**src/rtl/ntt_ctrl_pkg.sv**
```systemverilog
`default_nettype none
// ============================================================================
// Module   : ntt_ctrl_pkg
// Purpose  : Shared NTT control types, sizing helpers and per-stage gap rule.
// Revision : 1.0
// ============================================================================
package ntt_ctrl_pkg;

   typedef enum logic [1:0] {
      ST_IDLE  = 2'd0,
      ST_RUN   = 2'd1,
      ST_DRAIN = 2'd2,
      ST_FIN   = 2'd3
   } state_t;

   function automatic int calc_a(input int logn, input int pe);
      return (1 << logn) / 2 / pe;
   endfunction

   // The extra 3 cycles cover the downstream shuffler latency.
   function automatic int calc_d(input int rd_lat, input int bf_lat);
      return rd_lat + bf_lat + 3;
   endfunction

   function automatic int calc_l(input int rd_lat, input int bf_lat);
      return rd_lat + bf_lat;
   endfunction

   function automatic int calc_aw(input int logn, input int pe);
      return $clog2(calc_a(logn, pe));
   endfunction

   function automatic int stage_gap(input int stage, input int logn, input int logpe);
      int k;
      k = logn - 1 - logpe;
      if (stage < k + 1) begin
         return 1;
      end
      return 1 << (stage - k);
   endfunction

endpackage
`default_nettype wire

```
**src/rtl/ntt_stage_sequencer_if.sv**
```systemverilog
`default_nettype none
// ============================================================================
// Module   : ntt_stage_sequencer_if
// Purpose  : Start/status, RAM read and shuffler control bundle of the sequencer.
// Revision : 1.0
// ============================================================================
interface ntt_stage_sequencer_if #(
   parameter int LOGN = 4,
   parameter int PE   = 2
);
   import ntt_ctrl_pkg::*;

   localparam int AW = calc_aw(LOGN, PE);
   localparam int SW = $clog2(LOGN);
   localparam int GW = $clog2(PE) + 1;

   logic          start;
   logic          busy;
   logic          done;
   logic          rd_en;
   logic [AW-1:0] rd_addr;
   logic          rd_bank;
   logic [SW-1:0] stage;
   logic          bf_valid;
   logic [AW-1:0] bf_rd_addr;
   logic          ident_store;
   logic [GW-1:0] dest_rom_gap;

   modport master (
      input  start,
      output busy, done, rd_en, rd_addr, rd_bank, stage,
      output bf_valid, bf_rd_addr, ident_store, dest_rom_gap
   );

   modport slave (
      output start,
      input  busy, done, rd_en, rd_addr, rd_bank, stage,
      input  bf_valid, bf_rd_addr, ident_store, dest_rom_gap
   );

endinterface
`default_nettype wire

```
**src/rtl/delay_line.sv**
```systemverilog
`default_nettype none
// ============================================================================
// Module   : delay_line
// Purpose  : Generic DELAY-stage register pipeline, fully cleared on reset.
// Revision : 1.0
// ============================================================================
module delay_line #(
   parameter int DELAY = 1,
   parameter int WIDTH = 1
) (
   input  logic             clk,
   input  logic             rst_n,
   input  logic [WIDTH-1:0] i_data,
   output logic [WIDTH-1:0] o_data
);

   generate
      if (DELAY == 0) begin : g_bypass
         assign o_data = i_data;
      end else begin : g_pipe
         logic [WIDTH-1:0] r_pipe [DELAY];

         always_ff @(posedge clk or negedge rst_n) begin
            if (!rst_n) begin
               for (int i = 0; i < DELAY; i++) begin
                  r_pipe[i] <= '0;
               end
            end else begin
               r_pipe[0] <= i_data;
               for (int i = 1; i < DELAY; i++) begin
                  r_pipe[i] <= r_pipe[i-1];
               end
            end
         end

         assign o_data = r_pipe[DELAY-1];
      end
   endgenerate

endmodule
`default_nettype wire

```
**src/rtl/ntt_stage_sequencer.sv**
```systemverilog
`default_nettype none
// ============================================================================
// Module   : ntt_stage_sequencer
// Purpose  : Sweeps all NTT stages, issues RAM reads and emits the shuffler
//            control bundle aligned to the butterfly array output.
// Revision : 1.0
// ============================================================================
module ntt_stage_sequencer
   import ntt_ctrl_pkg::*;
#(
   parameter int LOGN   = 4,
   parameter int PE     = 2,
   parameter int RD_LAT = 2,
   parameter int BF_LAT = 5
) (
   input  logic                  clk,
   input  logic                  rst_n,
   ntt_stage_sequencer_if.master bus
);

   localparam int A_CNT = calc_a(LOGN, PE);
   localparam int D_CNT = calc_d(RD_LAT, BF_LAT);
   localparam int L_DLY = calc_l(RD_LAT, BF_LAT);
   localparam int AW    = calc_aw(LOGN, PE);
   localparam int LOGPE = $clog2(PE);
   localparam int GW    = LOGPE + 1;
   localparam int SW    = $clog2(LOGN);
   localparam int DW    = $clog2(D_CNT + 1);
   localparam int BW    = 1 + AW + 1 + GW;

   state_t          r_state;
   state_t          w_state_nxt;
   logic [AW-1:0]   r_addr;
   logic [AW-1:0]   w_addr_nxt;
   logic [SW-1:0]   r_stage;
   logic [SW-1:0]   w_stage_nxt;
   logic [DW-1:0]   r_drain;
   logic [DW-1:0]   w_drain_nxt;

   logic            w_rd_en;
   logic            w_ident;
   logic [GW-1:0]   w_gap;
   logic [BW-1:0]   w_dl_in;
   logic [BW-1:0]   w_dl_out;

   always_ff @(posedge clk or negedge rst_n) begin
      if (!rst_n) begin
         r_state <= ST_IDLE;
         r_addr  <= '0;
         r_stage <= '0;
         r_drain <= '0;
      end else begin
         r_state <= w_state_nxt;
         r_addr  <= w_addr_nxt;
         r_stage <= w_stage_nxt;
         r_drain <= w_drain_nxt;
      end
   end

   always_comb begin
      w_state_nxt = r_state;
      w_addr_nxt  = r_addr;
      w_stage_nxt = r_stage;
      w_drain_nxt = r_drain;
      w_rd_en     = 1'b0;
      case (r_state)
         ST_IDLE: begin
            if (bus.start) begin
               w_state_nxt = ST_RUN;
               w_addr_nxt  = '0;
               w_stage_nxt = '0;
            end
         end
         ST_RUN: begin
            w_rd_en    = 1'b1;
            // A is a power of two, so the increment wraps to 0 on the last address.
            w_addr_nxt = r_addr + AW'(1);
            if (r_addr == AW'(A_CNT - 1)) begin
               w_drain_nxt = '0;
               w_state_nxt = ST_DRAIN;
            end
         end
         ST_DRAIN: begin
            w_drain_nxt = r_drain + DW'(1);
            if (r_drain == DW'(D_CNT - 1)) begin
               if (r_stage == SW'(LOGN - 1)) begin
                  w_state_nxt = ST_FIN;
               end else begin
                  w_stage_nxt = r_stage + SW'(1);
                  w_state_nxt = ST_RUN;
               end
            end
         end
         ST_FIN: begin
            w_state_nxt = ST_IDLE;
            w_stage_nxt = '0;
         end
         default: begin
            w_state_nxt = ST_IDLE;
         end
      endcase
   end

   // Stage controls are zeroed outside RUN so the delayed bundle is clean when invalid.
   assign w_ident = w_rd_en && (r_stage == SW'(LOGN - 1));
   assign w_gap   = w_rd_en ? GW'(stage_gap(int'(r_stage), LOGN, LOGPE)) : '0;
   assign w_dl_in = {w_rd_en, (w_rd_en ? r_addr : '0), w_ident, w_gap};

   delay_line #(
      .DELAY (L_DLY),
      .WIDTH (BW)
   ) u_ctrl_dly (
      .clk    (clk),
      .rst_n  (rst_n),
      .i_data (w_dl_in),
      .o_data (w_dl_out)
   );

   assign bus.busy    = (r_state == ST_RUN) || (r_state == ST_DRAIN);
   assign bus.done    = (r_state == ST_FIN);
   assign bus.rd_en   = w_rd_en;
   assign bus.rd_addr = w_rd_en ? r_addr : '0;
   assign bus.rd_bank = r_stage[0];
   assign bus.stage   = r_stage;

   assign {bus.bf_valid, bus.bf_rd_addr, bus.ident_store, bus.dest_rom_gap} = w_dl_out;

endmodule
`default_nettype wire

```
**src/flat_wrapper.sv**
```systemverilog
// flat-port wrapper written by rule: the top's interface ports become plain ports
module ntt_stage_sequencer_flat import ntt_ctrl_pkg::*;
#(
   parameter int LOGN   = 4,
   parameter int PE     = 2,
   parameter int RD_LAT = 2,
   parameter int BF_LAT = 5
)
  (clk, rst_n, bus_start, bus_busy, bus_done, bus_rd_en, bus_rd_addr, bus_rd_bank, bus_stage, bus_bf_valid, bus_bf_rd_addr, bus_ident_store, bus_dest_rom_gap);
  ntt_stage_sequencer_if #(.LOGN(LOGN), .PE(PE)) bus_i ();
  input  logic clk;
  input  logic rst_n;
  input wire logic [$bits(bus_i.start)-1:0] bus_start;
  output wire logic [$bits(bus_i.busy)-1:0] bus_busy;
  output wire logic [$bits(bus_i.done)-1:0] bus_done;
  output wire logic [$bits(bus_i.rd_en)-1:0] bus_rd_en;
  output wire logic [$bits(bus_i.rd_addr)-1:0] bus_rd_addr;
  output wire logic [$bits(bus_i.rd_bank)-1:0] bus_rd_bank;
  output wire logic [$bits(bus_i.stage)-1:0] bus_stage;
  output wire logic [$bits(bus_i.bf_valid)-1:0] bus_bf_valid;
  output wire logic [$bits(bus_i.bf_rd_addr)-1:0] bus_bf_rd_addr;
  output wire logic [$bits(bus_i.ident_store)-1:0] bus_ident_store;
  output wire logic [$bits(bus_i.dest_rom_gap)-1:0] bus_dest_rom_gap;
  assign bus_i.start = bus_start;
  assign bus_busy = bus_i.busy;
  assign bus_done = bus_i.done;
  assign bus_rd_en = bus_i.rd_en;
  assign bus_rd_addr = bus_i.rd_addr;
  assign bus_rd_bank = bus_i.rd_bank;
  assign bus_stage = bus_i.stage;
  assign bus_bf_valid = bus_i.bf_valid;
  assign bus_bf_rd_addr = bus_i.bf_rd_addr;
  assign bus_ident_store = bus_i.ident_store;
  assign bus_dest_rom_gap = bus_i.dest_rom_gap;
  ntt_stage_sequencer #(.LOGN(LOGN), .PE(PE), .RD_LAT(RD_LAT), .BF_LAT(BF_LAT)) u_core (.clk(clk), .rst_n(rst_n), .bus(bus_i));
endmodule
```
**config.mk**
```make
export PLATFORM = sky130hd
export DESIGN_NAME = ntt_stage_sequencer_flat
export DESIGN_NICKNAME = d
export VERILOG_FILES = /design/src/rtl/ntt_ctrl_pkg.sv /design/src/rtl/ntt_stage_sequencer_if.sv /design/src/rtl/delay_line.sv /design/src/rtl/ntt_stage_sequencer.sv /design/src/flat_wrapper.sv
export SDC_FILE = /design/constraint.sdc
export NUM_CORES = 1
export LEC_CHECK = 0
export ABC_AREA = 1
export CAP_MARGIN = 10
export CORE_ASPECT_RATIO = 0.6
export CORE_UTILIZATION = 54
export CTS_CLUSTER_DIAMETER = 80
export DETAILED_ROUTE_END_ITERATION = 10
export PLACE_DENSITY = 0.84
export SYNTH_ARGS = -nofsm -noshare
export SYNTH_HDL_FRONTEND = slang
export SYNTH_SLANG_ARGS = --single-unit
```
**constraint.sdc**
```tcl
create_clock -name clk -period 1.9 [get_ports clk]
set_clock_uncertainty 0.2 [all_clocks]
set_input_delay 0.19 -clock clk [delete_from_list [all_inputs] [get_ports clk]]
set_output_delay 0.19 -clock clk [all_outputs]
set_load 0.05 [all_outputs]
```
-- After elaboration in Yosys (flattened, before gate mapping)
Index checks and enable logic that the tools add are counted.
- register bits: 52
- output and inout bits: 14
- word-level logic and storage cells: 55
- add/subtract/negate cells: 4
- magnitude comparators: 1
- eq/ne operators: 10
- shifts and indexed selects: 1
- muxes and demuxes: 18
- reductions and logical operators: 10
- operators by type and width (kind ; count):
    1-bit by 32-bit << shifter with 2-bit output (first input constant) ; 1
    2-bit two-way mux ; 10
    2-bit == test (second input constant) ; 4
    2-bit one-hot mux with 4 select lines ; 1
    4-bit one-hot mux with 2 select lines ; 1
    2-bit one-hot mux with 3 select lines ; 1
    2-bit by 1-bit adder with 2-bit output (second input constant) ; 2
    4-bit by 1-bit adder with 4-bit output (second input constant) ; 1
    4-bit == test (second input constant) ; 1
    4-bit two-way mux ; 1
    2-bit by 1-bit inequality test with 1-bit output (second input constant) ; 2
    2-bit inequality test (second input constant) ; 2
    2-bit one-hot mux with 2 select lines ; 1
    2-bit AND reduction ; 2
    4-bit AND reduction ; 1
    2-bit nonzero test ; 2
    1-bit two-way mux ; 3
    3-bit AND reduction ; 1
    3-bit nonzero test ; 1
    2-bit by 2-bit subtractor with 3-bit output (second input constant) ; 1
    2-bit by 1-bit == test with 1-bit output (second input constant) ; 1
    2-bit zero test ; 1
    2-bit less-than comparator (second input constant) ; 1
    1-bit logical AND ; 1
    1-bit logical OR ; 1

-- Depth between registers and ports, before layout
- depth in word-level cells: 4
- mapped depth: 8

-- Modules after synthesis
Synthesis repeated with hierarchy kept, for this count alone.
- cell total of the unflattened synthesis: 137
- area total of the unflattened synthesis: 1811.7 um2
- modules (own cells, without submodules) (module ; instances ; cells each ; area each (um2)):
    delay_line ; 1 ; 48 ; 1096.1
    ntt_stage_sequencer ; 1 ; 89 ; 715.7

-- Worst setup path before layout
OpenSTA, ideal clock, no wires.
- path type: reg2out
- start: register u_core.r_state[1]
- end: output bus_rd_addr[0]
- data arrival time: 1.587 ns
- required time: 1.510 ns
- setup slack: -0.077 ns
- stages on the path, launching flop included: 7
- cell sequence: dfrtp_1 > inv_1 > ha_1 > buf_6 > nand2_1 > inv_1 > buf_4
- word-level cells in the longest chain between the ends: 3
- RTL lines (element ; line ; RTL):
    from (decl) ; ntt_stage_sequencer.sv:31 ; state_t r_state;
    from (signal assigned) ; ntt_stage_sequencer.sv:53 ; r_state <= w_state_nxt;
    2-bit by 1-bit == test with 1-bit output ; ntt_stage_sequencer.sv:66 ; case (r_state)
    1-bit two-way mux ; ntt_stage_sequencer.sv:66 ;
    named net bus_rd_en ; flat_wrapper.sv:16 ; output wire logic [$bits(bus_i.rd_en)-1:0] bus_rd_en;
    2-bit two-way mux ; -- ;
    to (decl) ; flat_wrapper.sv:17 ; output wire logic [$bits(bus_i.rd_addr)-1:0] bus_rd_addr;
The timed path passes the listed nets, and every way through them passes these cells.

==> summary.txt <==
Number of synthesized register bits -> 45
Inserted Clock Buffers -> 5
Count leader, synth -> dfrtp_1
Post-Syn Area -> 1620 sq um
H-tree levels -> 2
Buffers & Inverters on Critical Path -> 1
Crit-path max cell delay -> 0.80 ns
Max Cap Viol -> 0
Mux contribution to synthesized area -> 0%
Layout fillers -> 179
Post-synthesis async set-or-reset flop share -> 100%
Die Span Y -> 44.4 um
Vias/cell -> 4.93
Internal Pwr Total -> 0.00196 W
EDFF count, synth -> 0
Post-Syn Instances -> 129
Largest family of logic cells by synthesized area -> simple AND/OR/NAND/NOR gates
Final Hold Vio Count -> 0
Simple-gate portion of the synthesized area -> 12.5%
Max Fanout on Critical Path -> 2
Yosys warning total -> 0
Total global routing overflow -> 0
R2R depth -> 9
CP arrival -> 1.43 ns
Tcrit/Tclk final -> 95.6%
Core area -> 2660 sq um
Initial Util -> 60.9%
Most used DFF post-synth -> dfrtp_1
I/O pin count -> 17
Vias in the first global route -> 889
Total global-route track usage -> 19.4%
CP top delay family -> buffers and inverters
Clk root buf -> clkbuf_8
Syn_nets -> 142
CTS tree -> yes
Initial antenna violation count -> 0
Peak supply drop -> 1.30 mV
# nets final -> 163
Row count -> 14
Die W -> 72.7 um
Crit Path Class -> reg2out
# setup viols final -> 0
TritonRoute pass-1 iters -> 4
Setup crit start kind -> flip-flop
Gpl congestion -> 0.806
Residual DRC -> 0
Hold Path Cell Cnt -> 0
First-pass GRT wire length -> 4230 um
Synth Area in XOR/XNOR -> 0%
Post-synth top cells -> 45 x dfrtp_1, 25 x nand2_1, 13 x inv_1
TNS Setup -> 0 ns
Final wirelength -> 2430 um
Critical Path RT -> 1.51 ns
Clock Latency Late Sink -> 0.29 ns
Clock Tree Buf Depth -> 2
Fmax -> 551 MHz
Final HPWL DP -> 1560 um
Sw Ratio -> 37.8%
Clk network pwr share -> 17.4%
Synth Area in Compound Gates -> 3.40%
Levels on crit path -> 1
Yosys top cell area share -> 69.4%
Sequential share of power -> 43.2%
Slew headroom -> 64.9%
Run status -> complete, no violations
DR vias -> 942
Worst-Margin Slew -> 0.526 ns
Area leader, netlist -> dfrtp_1
Leak -> 1.03 nW
CP max-delay cell -> clkdlybuf4s50_1
Starting DRT DRC Count -> 61
Switching pwr -> 0.00119 W
Drt wl/cell -> 12.7 um
Sequential area share after synthesis -> 69.4%
CP cell instances -> clkdlybuf4s50_1
Die Area -> 3230 sq um
Post-route ant nets -> 0
Post-Synth Adder-Cell Area -> 7.72%
Layout area overhead -> 19.7%
Synth unique cells -> 16
Number of I/O port buffers -> 16
Reg area -> 1130 sq um
Clock Sinks -> 45
Share of cells above drive strength 1 -> 17.9%
Post-route minimum period -> 1.82 ns
Pwr Total -> 0.00315 W
Worst hold-check path type -> reg2reg
Synth top area cells -> dfrtp_1 69%, ha_1 7.7%, nand2_1 5.8%
Crit end category -> output pin
Cell Pwr Density -> 1620 nW/um^2
Comb power frac -> 39.4%
Max Transition Viols Final -> 0
Multi-input logic area -> 398 sq um
RSZ-0062 raised after global routing -> false
Syn avg cell area -> 12.6 sq um
Largest net degree at the start of global routing -> 46
Clock Pin Slew Worst Setup and Hold Paths -> 0.07 ns
Antenna cells -> 0
## timing repair
action / in CTS / in global routing
endpoints found under the hold margin: 45 / 0
buffers inserted: 4 / 0
setup endpoints to repair: 2 / 3
hold buffers: 1 / 0
gates resized for setup: 1 / 2
## worst paths after layout
check	start	to	slack [ns]
setup / recovery	u_core.u_ctrl_dly.o_data[2]	bus_dest_rom_gap[1]	0.08
hold / removal	u_core.u_ctrl_dly.g_pipe.r_pipe[29]	u_core.u_ctrl_dly.g_pipe.r_pipe[23]	0.15
setup reg to reg	u_core.r_state[1]	u_core.r_drain[2]	0.14
hold reg to reg	u_core.u_ctrl_dly.g_pipe.r_pipe[29]	u_core.u_ctrl_dly.g_pipe.r_pipe[23]	0.15
max in group asynchronous	rst_n	u_core.r_state[1]	0.82
min in group asynchronous	rst_n	u_core.u_ctrl_dly.o_data[2]	0.30
## area by class of cell
type | count | share of cell area, %
Inverter | 13 | 2.51
Clock inverter | 1 | 0.387
Clock buffer | 7 | 3.93
Tap cell | 40 | 2.58
Timing Repair Buffer | 22 | 12.0
Multi-Input combinational cell | 63 | 20.5
Sequential cell | 45 | 58.1
## layer usage
layer	part of all wire (%)	GRT usage, %	vias up
li1	-	-	441
met1	45	23.5	453
met2	46	29.9	40
met3	6.3	7.74	8
met4	2.3	11.8	0
met5	0	0	-
## placed cells by master (no fill, tap or decap), types with 2 or more instances in the layout
cell / count
clkbuf_1: 2
nand4_1: 4
o21ai_0: 4
clkbuf_8: 5
clkdlybuf4s50_1: 7
nand3_1: 8
buf_4: 9
a21oi_1: 2
nand2_1: 24
dfrtp_1: 44
inv_1: 13
ha_1: 9
nor2_1: 5
buf_12: 4
## power by group through the flow
stage	logic (W)	registers [W]	clock network, W
final	0.00124	0.00136	0.000548
after floorplan	0.000761	0.00140	0
after detailed placement	0.00114	0.00137	0
after global placement	0.00110	0.00135	0
after CTS	0.00122	0.00136	0.000566
after global routing	0.00133	0.00139	0.000612
## state kept, by name, indices dropped and copies added (netlist names)
signal and cells:
u_core.bus.stage 2, u_core.r_state 2, u_core.r_addr 2, u_core.u_ctrl_dly.g_pipe.r_pipe 30, u_core.u_ctrl_dly.o_data 5, u_core.r_drain 4
## cell families (layout without fill, tap and decap cells)
kind of cell | Yosys count | after routing
AOI/OAI and AO/OA | 8 | 8
adders and majority gates | 10 | 10
DFF | 45 | 45
and+or+nand+nor | 45 | 45
buffers and inverters | 21 | 43
## worst reg2reg max path, stage by stage (launching register included)
cell and delay (ns):
dfrtp_2 0.45, inv_1 0.14, ha_4 0.17, buf_4 0.16, buf_4 0.14, nand2_4 0.05, o21ai_4 0.10, nand2_1 0.11
nand2_1 0.09, nor2_1 0.04
## per-stage QoR
stage	utilization, %	cells	setup WS (ns)	hold slack [ns]	instance area, sq um
after floorplan	-	129	0.121	-0.306	1620
after global placement	67.7	178	0.264	0.0824	1800
after detailed placement	67.7	178	0.198	0.0939	1800
after CTS	72.7	191	0.0662	0.152	1940
after global routing	72.9	191	0.0135	0.152	1940
final	72.9	191	0.0843	0.150	1940
No activity file was read; power rests on OpenSTA's default activity.
